**src/rtl/demux_dispatch_sequencer.sv**
```systemverilog
// Buffers channel-dispatch requests in a small FIFO and plays each one out to the
// 1-to-16 demux as a fixed-width data pulse followed by an idle gap.
module demux_dispatch_sequencer #(
    parameter int DEPTH        = 4,
    parameter int PULSE_CYCLES = 2,
    parameter int GAP_CYCLES   = 1,
    parameter int SEL_W        = 4
) (
    input  logic                           clk,
    input  logic                           rst_n,
    input  logic                           req_valid,
    output logic                           req_ready,
    input  logic [SEL_W-1:0]               req_ch,
    input  logic                           req_data,
    output logic                           dmx_inp,
    output logic [SEL_W-1:0]               dmx_sel,
    output logic                           busy,
    output logic [$clog2(DEPTH+1)-1:0]     fifo_count
);
    localparam int CW    = $clog2(DEPTH + 1);
    localparam int PW    = $clog2(DEPTH);
    localparam int MAXPG = (PULSE_CYCLES > GAP_CYCLES) ? PULSE_CYCLES : GAP_CYCLES;
    localparam int MAXC  = (MAXPG > 2) ? MAXPG : 2;
    localparam int CNT_W = $clog2(MAXC);

    typedef enum logic [1:0] {
        IDLE  = 2'd0,
        PULSE = 2'd1,
        GAP   = 2'd2
    } state_t;

    state_t            state;
    logic [CNT_W-1:0]  cnt;
    logic [PW-1:0]     wr_ptr;
    logic [PW-1:0]     rd_ptr;
    logic [SEL_W:0]    mem [DEPTH];
    logic [SEL_W:0]    head;
    logic              push;
    logic              pop;

    // Ready depends on occupancy alone: a pop in the same cycle never frees a slot early.
    assign req_ready = (fifo_count < CW'(DEPTH));
    assign push      = req_valid && req_ready;
    assign pop       = (state == IDLE) && (fifo_count != '0);
    assign head      = mem[rd_ptr];

    always_ff @(posedge clk) begin
        if (push) begin
            mem[wr_ptr] <= {req_ch, req_data};
        end
    end

    always_ff @(posedge clk or negedge rst_n) begin
        if (!rst_n) begin
            wr_ptr     <= '0;
            rd_ptr     <= '0;
            fifo_count <= '0;
        end else begin
            if (push) wr_ptr <= wr_ptr + 1'b1;
            if (pop)  rd_ptr <= rd_ptr + 1'b1;
            case ({push, pop})
                2'b10:   fifo_count <= fifo_count + 1'b1;
                2'b01:   fifo_count <= fifo_count - 1'b1;
                default: fifo_count <= fifo_count;
            endcase
        end
    end

    // Select only moves on the pop edge, together with the 0->data step of dmx_inp.
    always_ff @(posedge clk or negedge rst_n) begin
        if (!rst_n) begin
            state   <= IDLE;
            cnt     <= '0;
            dmx_inp <= 1'b0;
            dmx_sel <= '0;
            busy    <= 1'b0;
        end else begin
            case (state)
                IDLE: begin
                    dmx_inp <= 1'b0;
                    if (pop) begin
                        dmx_sel <= head[SEL_W:1];
                        dmx_inp <= head[0];
                        cnt     <= CNT_W'(PULSE_CYCLES - 1);
                        busy    <= 1'b1;
                        state   <= PULSE;
                    end
                end
                PULSE: begin
                    if (cnt == '0) begin
                        dmx_inp <= 1'b0;
                        if (GAP_CYCLES > 0) begin
                            cnt   <= CNT_W'(GAP_CYCLES - 1);
                            state <= GAP;
                        end else begin
                            busy  <= 1'b0;
                            state <= IDLE;
                        end
                    end else begin
                        cnt <= cnt - 1'b1;
                    end
                end
                GAP: begin
                    dmx_inp <= 1'b0;
                    if (cnt == '0) begin
                        busy  <= 1'b0;
                        state <= IDLE;
                    end else begin
                        cnt <= cnt - 1'b1;
                    end
                end
                default: begin
                    dmx_inp <= 1'b0;
                    busy    <= 1'b0;
                    state   <= IDLE;
                end
            endcase
        end
    end
endmodule

```
**config.mk**
```make
export PLATFORM = sky130hd
export DESIGN_NAME = demux_dispatch_sequencer
export DESIGN_NICKNAME = d
export VERILOG_FILES = /design/src/rtl/demux_dispatch_sequencer.sv
export SDC_FILE = /design/constraint.sdc
export NUM_CORES = 1
export LEC_CHECK = 0
export CAP_MARGIN = 10
export CELL_PAD_IN_SITES_DETAIL_PLACEMENT = 1
export CELL_PAD_IN_SITES_GLOBAL_PLACEMENT = 1
export CORE_AREA = 10 10 76 78
export CTS_BUF_LIST = sky130_fd_sc_hd__clkbuf_4
export CTS_CLUSTER_DIAMETER = 40
export DETAILED_ROUTE_END_ITERATION = 10
export DIE_AREA = 0 0 86 88
export GPL_ROUTABILITY_DRIVEN = 0
export GPL_TIMING_DRIVEN = 0
export PLACE_DENSITY_LB_ADDON = 0.1
export RECOVER_POWER = 50
export SETUP_SLACK_MARGIN = 0.1
export SLEW_MARGIN = 20
export SYNTH_ARGS = -nofsm -noshare
export SYNTH_HDL_FRONTEND = slang
export SYNTH_SLANG_ARGS = --single-unit
```
**constraint.sdc**
```tcl
create_clock -name clk -period 2.8 [get_ports clk]
set_input_delay 0.84 -clock clk [delete_from_list [all_inputs] [get_ports clk]]
set_output_delay 0.84 -clock clk [all_outputs]
set_load 0.02 [all_outputs]
```
# --- Word level (Yosys, flattened, before mapping) ---
# Memory sizes are Yosys's and may differ from the RTL's.
# Cells that the tools add are included.
totals:
  regBits: 16
  mem_bits_rw: 20
  in_bits: 8
  out_inout_bits: 10
  word_cells: 48
  mem_count: 1
classes:
  n_addsub: 5
  order_cmp: 1
  eq_ne: 7
  n_mux: 14
  bitwise: 1
  reduce_logical: 11
mem_list:
  columns: ["name", "depth", "width", "read_ports", "rd_clocked_by_memory_dff", "write_ports", "line_no", "rtl"]
  rows:
  - ["mem", 4, 5, 1, 0, 1, "36", "logic [SEL_W:0] mem [DEPTH];"]
op_table:
  columns: ["operator", "count"]
  rows:
  - ["$mux 1", 6]
  - ["$mux 2", 3]
  - ["$ne 2x2->1 const B", 3]
  - ["$pmux 2 s3", 1]
  - ["$pmux 3 s2", 1]
  - ["$reduce_and 3->1", 2]
  - ["$add 2x1->2 const B", 2]
  - ["$eq 2x1->1 const B", 2]
  - ["$eq 2x2->1 const B", 2]
  - ["$pmux 1 s2", 2]
  - ["$reduce_and 2->1", 2]
  - ["$reduce_bool 2->1", 2]
  - ["$add 3x1->3 const B", 1]
  - ["$lt 3x3->1 const B", 1]
  - ["$pmux 1 s3", 1]
  - ["$reduce_bool 3->1", 1]
  - ["$sub 3x1->3 const B", 1]
  - ["$logic_and 1x1->1", 2]
  - ["$logic_not 2->1", 1]
  - ["$reduce_or 2->1", 1]
  - ["$not 1->1", 1]
  - ["$sub 1x1->1 const B", 1]

# --- Depth between registers and ports, before layout ---
# Gate-level depths: netlist (run 1).
depth:
  depth_word: 4
  ltp_mapped: 10

# --- Least setup slack after synthesis (run 1) ---
# No wires, ideal clock.
synth_path:
  path_kind: "input -> register"
  start: "input req_valid"
  end: "register fifo_count[2]"
  arrival_ps: 2123
  required_ps: 2719
  setup_slack_ps: 596
  path_stages: 9
  path_buffers: 1
  path_cell_list: "nor2b_1 > clkbuf_1 > inv_1 > ha_1 > inv_1 > fa_1 > xor2_1 > nor2_1 > xnor2_1"
synth_between:
  elab_chain_len: 3
  word_cells_on_any_way: 5
  cone_classes: "eq/ne: 2; mux: 1; reduce/logical: 2"
synth_lines:
  columns: ["item", "line_no", "rtl"]
  rows:
  - ["from (decl)", "11", "input logic req_valid,"]
  - ["$logic_and 1x1->1 (*)", "43", "assign push = req_valid && req_ready;"]
  - ["$eq 2x1->1 or $eq 2x2->1 (tied branches)", "61", "case ({push, pop})"]
  - ["$pmux 3 s2 or $reduce_bool 2->1 (tied branches)", null, null]
  - ["to (signal assigned)", "62", "2'b10: fifo_count <= fifo_count + 1'b1;"]
  - ["to (signal assigned)", "63", "2'b01: fifo_count <= fifo_count - 1'b1;"]
  - ["to (signal assigned)", "64", "default: fifo_count <= fifo_count;"]
  - ["to (decl)", "18", "output logic [$clog2(DEPTH+1)-1:0] fifo_count"]
# Mark *: on every way between the ends. The rest lies on a longest branch, timed or not.
# A chain may end at the register's enable or synchronous reset.

# --- Worst setup path in the final report (run 1) ---
layout_path:
  start: "register fifo_count[1]"
  end: "register fifo_count[1]"
layout_between:
  elab_chain_len: 4
  word_cells_on_any_way: 10
  cone_classes: "add/sub: 2; order compare: 1; eq/ne: 2; mux: 1; reduce/logical: 4"
layout_lines:
  columns: ["item", "line_no"]
  rows:
  - ["$lt 3x3->1 or $reduce_bool 3->1 (tied branches)", "42, 44"]
  - ["$logic_and 1x1->1, on equally long branches", "43, 44"]
  - ["$eq 2x1->1 or $eq 2x2->1 (tied branches)", "61"]
  - ["$pmux 3 s2 or $reduce_bool 2->1 (tied branches)", null]
# Several ways; a longest one is shown, not always the timed one.

==> results of run 1 <==
-- path summary, 6_finish.rpt --
kind / from / to / slack [ps]
worst max-delay path: fifo_count[1]$_DFFE_PN0P_ / fifo_count[1]$_DFFE_PN0P_ / 370
worst min-delay path: dmx_sel[1]$_DFFE_PN0P_ / dmx_sel[1]$_DFFE_PN0P_ / 490
worst max register to register: fifo_count[1]$_DFFE_PN0P_ / fifo_count[1]$_DFFE_PN0P_ / 370
worst min register to register: dmx_sel[1]$_DFFE_PN0P_ / dmx_sel[1]$_DFFE_PN0P_ / 490
max in group asynchronous: rst_n / wr_ptr[1]$_DFFE_PN0P_ / 1290
min in group asynchronous: rst_n / state[1]$_DFFE_PN0P_ / 1010
-- where the power goes --
part	total, mW	switching, mW	leakage, nW	internal (mW)
Sequential	0.843	0.115	0.375	0.728
Clock	0.364	0.178	0.0412	0.186
Combinational	0.953	0.500	0.332	0.453
Total	2.16	0.792	0.749	1.37
-- metrics by stage --
| stage | hold slack, ps | cell area (um2) |
|---|---|---|
| final | 489 | 1890 |
| after detailed placement | 468 | 1830 |
| after global placement | 458 | 1830 |
| after CTS | 498 | 1910 |
| after floorplan | 517 | 1590 |
| after global routing | 522 | 1890 |
-- worst max-delay path, delay by kind of cell (launching register included) --
kind,cells,cell delay (ps)
adder cells (fa/ha/maj),2,750
flip-flops,1,470
buffers and inverters,2,500
AO/OA/AOI/OAI,2,640
-- placed cells by master (no fill, tap or decap) --
master / synthesis / layout
clkinvlp_2: 0 / 1
a211oi_1: 1 / 1
mux4_2: 5 / 5
nor2_1: 1 / 1
clkdlybuf4s50_1: 0 / 11
o21ai_0: 3 / 3
nand2_1: 15 / 15
o31ai_4: 1 / 1
xnor2_1: 5 / 5
clkbuf_4: 0 / 5
clkinvlp_4: 0 / 1
a21oi_1: 1 / 1
ha_1: 10 / 10
xor2_1: 1 / 1
dlygate4sd3_1: 0 / 6
o31ai_1: 1 / 1
and2_1: 4 / 4
fa_1: 1 / 1
dfrtp_1: 16 / 16
a22o_1: 1 / 1
nor2b_1: 1 / 1
edfxtp_1: 20 / 20
mux2_1: 2 / 2
clkbuf_1: 2 / 2
nor4b_1: 0 / 1
nand2b_1: 1 / 1
o21ai_1: 1 / 1
inv_1: 9 / 9
a32o_1: 1 / 1
buf_6: 1 / 1
clkinv_2: 0 / 1
bufinv_16: 0 / 1
-- state kept, by name (all words and copies together), names as in the netlist --
signal,cells
rd_ptr,2
dmx_inp,1
mem,20
fifo_count,3
cnt,1
dmx_sel,4
busy,1
state,2
wr_ptr,2
-- per-layer routing --
layer,wire length [um],GRT usage,part of all wire
met1,1320,0.0970,0.46
met2,1360,0.130,0.48
met3,131,0.0371,0.046
met4,46,0.0314,0.016
met5,0,0,0
-- kinds of logic after synthesis --
family / Yosys count / synth area share
multiplexers: 7 / 0.0848
AND/OR/NAND/NOR: 23 / 0.0761
adder cells (fa/ha/maj): 11 / 0.0911
flip-flops: 36 / 0.628
XOR/XNOR: 6 / 0.0330
buffers and inverters: 13 / 0.0369
AO/OA/AOI/OAI: 10 / 0.0502
-- area by class of cell --
class,count,area share
sequential,36,0.529
multi-input combinational,57,0.274
timing repair buffer,17,0.0899
tap,52,0.0344
inverter,10,0.0205
clock buffer,5,0.0198
clock inverter,3,0.0225
buffer,3,0.00991
==> results.md, run 1 <==
* Status: finished clean
* Placed Cells at 175
* Vias in the first global route at 971
* Pwr dens at 1140 mW/mm2
* Unrepaired setup endpoints after global routing: false
* Worst VDD drop at 0.000399 V
* Post-synth top cells: 20 x edfxtp_1, 16 x dfrtp_1, 15 x nand2_1
* Final #Nets at 149
* Via count at 868
* Fin cells at 183
* H-tree depth at 2
* Routed Antenna Nets at 0
* Setup TNS at 0 ps
* Mean post-synth cell area at 15.0 um2
* Die Width at 86 um
* Core outline area at 0.00429 mm2
* Tot Pwr at 2.16 mW
* WS Path Type: reg2reg
* HP Class: reg2reg
* TritonCTS clock tree: done
* Ports at 18
* Longest Clk Path Bufs at 2
* Period minus WS final at 2430 ps
* Post-CTS setup buffer count at 0
* Die area at 0.00757 mm2
* Synth async-reset ratio at 0.444
* Most used standard cell by instance count after synthesis: edfxtp_1
* Clock Latency Late Sink at 340 ps
* Synth area leaders: edfxtp_1 38%, dfrtp_1 25%, ha_1 7.8%, mux4_2 7.1%, nand2_1 3.5%
* Initial Util at 0.371
* Final setup fails at 0
* Synth warn at 0
* CTS buffer count at 5
* Post-route setup slack at 373 ps
* Antenna fix cells at 0
* Multi-input gate area at 519 um2
* Worst hold path depth at 2
* Fin. Hold Viols at 0
* Slowest stage delay, CP at 480 ps
* Clock Skew at 13.3 ps
* Syn_nets at 125
* First-pass GRT wire length at 4800 um
* DRC at 0
* Slowest cell on crit path: o31ai_4
* Routed WL at 2860 um
* Post-route clock period utilization at 0.867
* First DRT Iteration DRCs at 22
* CTS Hold Bufs at 0
* Max frequency at 412 MHz
* Synth Instances at 106
* Crit end category: flop
* IO buf count at 17
* Initial antenna violation count at 0
* Least-Margin Pin Slew at 781 ps
* CP Launch Type: flop
* Overflow after GRT at 0
* Clock Sinks at 36
* Cell area after synthesis at 0.00159 mm2
* Routed vias/inst at 4.74
* Clk pin slew, worst setup/hold paths at 120 ps
* Dpl ws at 50.4 ps
* Register area share after synthesis at 0.628
* Final Util at 0.441
* Fill count at 452
* Relative slew margins at 0.478
* FP Rows at 24
* Required time of the critical path at 3060 ps
* CP Max Fanout at 7
* Synth top area share at 0.377
* Post-CTS sizing at 0
* LEAKAGE at 0.749 nW
* Share of layout cells above drive strength 1 at 0.122
* Reg area at 0.00100 mm2
* Total Routing Usage GR at 0.0826
* Worst r2r path cells at 6
* Wirelength per Cell at 15.6 um
* Worst path arrival time at 2690 ps
* Layout Area Growth over Synthesis at 18.8%
* Leading area contributor after synthesis: edfxtp_1
* Post-synth cell types at 26
* MaxCap Viol Count at 0
* Synth Flop Type: edfxtp_1
* Die Ht at 88 um
* Max-slew violation count at 0
* Largest net degree at the start of global routing at 17
* Synthesized flop and latch total at 36
* Dpl hpwl at 2130 um
* Crit-path cells: o31ai_4, clkinvlp_2, ha_1, inv_1, fa_1, o21ai_0
* Number of flops mapped to enable cells by yosys at 20
* DRT Pass-1 Iters at 4
* Clock root buffer: clkbuf_4
Power figures use the tool's default switching activity.
==> run 2, diff against run 1 <==
- CAP_MARGIN: 10 -> 40
==> results.md, run 2 (synthesis results as in run 1) <==
* Commonest cells after routing, fill and taps aside: 20 x edfxtp_1, 16 x dfrtp_1, 15 x nand2_1 (unchanged)
* LEAKAGE at 0.756 nW (was 0.749 nW)
* Final #Nets at 150 (was 149)
* Largest net degree at the start of global routing at 17 (unchanged)
* Overflow after GRT at 0 (unchanged)
* Hold Slack at 489 ps (about the same)
* Routing usage on met1 at 0.0970 (unchanged)
* Pwr dens at 1140 mW/mm2 (about the same)
* Via count at 868 (unchanged)
* Worst path arrival time at 2720 ps (was 2690 ps)
* Worst VDD drop at 0.000399 V (about the same)
* Clk pin slew, worst setup/hold paths at 120 ps (about the same)
* Antenna fix cells at 0 (unchanged)
* Max-slew violation count at 0 (unchanged)
* Slowest stage delay, CP at 490 ps (was 480 ps)
* WS Path Type: reg2reg (unchanged)
* Final setup fails at 0 (unchanged)
* CP Max Fanout at 7 (unchanged)
* Met3 Use GR at 0.0371 (unchanged)
* MaxCap Viol Count at 0 (unchanged)
* Die Width at 86 um (unchanged)
* Core outline area at 0.00429 mm2 (unchanged)
* CP Launch Type: flop (unchanged)
* R2r setup slk at 340 ps (was 370 ps)
* Clock root buffer: clkbuf_4 (unchanged)
* DRC at 0 (unchanged)
* Dpl ws at 50.4 ps (unchanged)
* Routed WL at 2860 um (about the same)
* Wirelength per Cell at 15.5 um (was 15.6 um)
* Least-Margin Pin Slew at 511 ps (was 781 ps)
* Ports at 18 (unchanged)
* Final Util at 0.445 (was 0.441)
* Dpl hpwl at 2130 um (unchanged)
* Clock Skew at 13.3 ps (about the same)
* Worst r2r path cells at 6 (unchanged)
* Post-route setup slack at 342 ps (was 373 ps)
* DRT Pass-1 Iters at 4 (unchanged)
* Crit-path cells: o31ai_4, clkinvlp_2, ha_1, inv_1, fa_1, o21ai_0 (unchanged)
* Post-route clock period utilization at 0.878 (was 0.867)
* IO buf count at 17 (unchanged)
* Fin cells at 184 (was 183)
* Period minus WS final at 2460 ps (was 2430 ps)
* CP Launch Point: fifo_count[1]$_DFFE_PN0P_ (unchanged)
* Clock Latency Late Sink at 340 ps (about the same)
* First-pass GRT wire length at 4800 um (unchanged)
* Longest Clk Path Bufs at 2 (unchanged)
* Unrepaired setup endpoints after global routing: false (unchanged)
* Worst setup path endpoint: fifo_count[1]$_DFFE_PN0P_ (unchanged)
* Reg with most FFs: mem (unchanged)
* Share of layout cells above drive strength 1 at 0.129 (was 0.122)
* Post-CTS sizing at 0 (unchanged)
* First DRT Iteration DRCs at 22 (unchanged)
* Required time of the critical path at 3060 ps (about the same)
* Max frequency at 407 MHz (was 412 MHz)
* Setup TNS at 0 ps (unchanged)
* Crit end category: flop (unchanged)
* Status: finished clean (unchanged)
* Clock Sinks at 36 (unchanged)
* Total Routing Usage GR at 0.0826 (unchanged)
* H-tree depth at 2 (unchanged)
* Final Instance Area at 0.00191 mm2 (was 0.00189 mm2)
* Placed Cells at 175 (unchanged)
* Most Crowded Layer GR: met2 (unchanged)
* FP Rows at 24 (unchanged)
* Most common cell after layout, fill and taps aside: edfxtp_1 (unchanged)
* Met2 Use GR at 0.130 (unchanged)
* Worst R2R Start: fifo_count[1]$_DFFE_PN0P_ (unchanged)
* Routed Antenna Nets at 0 (unchanged)
* Initial antenna violation count at 0 (unchanged)
* Initial Util at 0.371 (unchanged)
* HP Class: reg2reg (unchanged)
* Post-CTS setup buffer count at 0 (unchanged)
* RR Endpoint: fifo_count[1]$_DFFE_PN0P_ (unchanged)
* TritonCTS clock tree: done (unchanged)
* Max FFs per register at 20 (unchanged)
* CTS Hold Bufs at 0 (unchanged)
* Placement Cell Area at 0.00183 mm2 (unchanged)
* Tot Pwr at 2.18 mW (was 2.16 mW)
* Relative slew margins at 0.660 (was 0.478)
* Routed vias/inst at 4.72 (was 4.74)
* Vias in the first global route at 971 (unchanged)
* Top flop regs: mem x20, dmx_sel x4, fifo_count x3 (unchanged)
* Layout Area Growth over Synthesis at 19.9% (was 18.8%)
* CTS buffer count at 5 (unchanged)
* Die Ht at 88 um (unchanged)
* Fin. Hold Viols at 0 (unchanged)
* Slowest cell on crit path: dfrtp_1 (was o31ai_4)
* Die area at 0.00757 mm2 (unchanged)
==> run 2: changes by cell type in the layout (fill, tap and decap cells not counted) <==
cell	change
nor4b_4	+1
nor4b_1	-1
clkbuf_1	+1
==> run 2: how the worst min path moves through the flow <==
| stage | startpoint | endpoint | slack, ps | cells after the start |
|---|---|---|---|---|
| after floorplan | state[1]$_DFFE_PN0P_ | state[1]$_DFFE_PN0P_ | 520 | 1 |
| after global placement | dmx_sel[1]$_DFFE_PN0P_ | dmx_sel[1]$_DFFE_PN0P_ | 460 | 2 |
| after detailed placement | dmx_sel[1]$_DFFE_PN0P_ | dmx_sel[1]$_DFFE_PN0P_ | 470 | 2 |
| after CTS | dmx_sel[1]$_DFFE_PN0P_ | dmx_sel[1]$_DFFE_PN0P_ | 500 | 2 |
| after global routing | dmx_sel[2]$_DFFE_PN0P_ | dmx_sel[2]$_DFFE_PN0P_ | 520 | 2 |
| final | dmx_sel[1]$_DFFE_PN0P_ | dmx_sel[1]$_DFFE_PN0P_ | 490 | 2 |
==> run 2: layout make-up <==
cell class,count,area (um2)
Inverter,10,38.8
Clock inverter,3,42.5
Buffer,3,18.8
Multi-Input combinational cell,57,534
Sequential cell,36,1000
Fill cell,451,2380
Tap cell,52,65.1
Clock buffer,5,37.5
Timing Repair Buffer,18,174
==> run 2: critical path: cells and delay by family, from the launching register on <==
family          cells  cell delay [ps]
buf+inv             2              500
compound gates      2              650
fa+ha+maj           2              750
flops               1              490
==> run 2: per-layer routing <==
metal  vias to the layer above  part of all wire
met2                        16              0.48
met1                       431              0.46
li1                        416                 -
met4                         0             0.016
met5                         -                 0
met3                         5             0.046
==> run 2: report_power, final <==
part,internal [mW],switching (mW)
Combinational,0.462,0.500
Clock,0.186,0.178
Sequential,0.728,0.127
==> run 3, diff against run 2 <==
- ABC_CLOCK_PERIOD_IN_PS: not set -> 2800
==> results of run 3 <==
Final layout, timing and power as in run 2 (identical DEF).
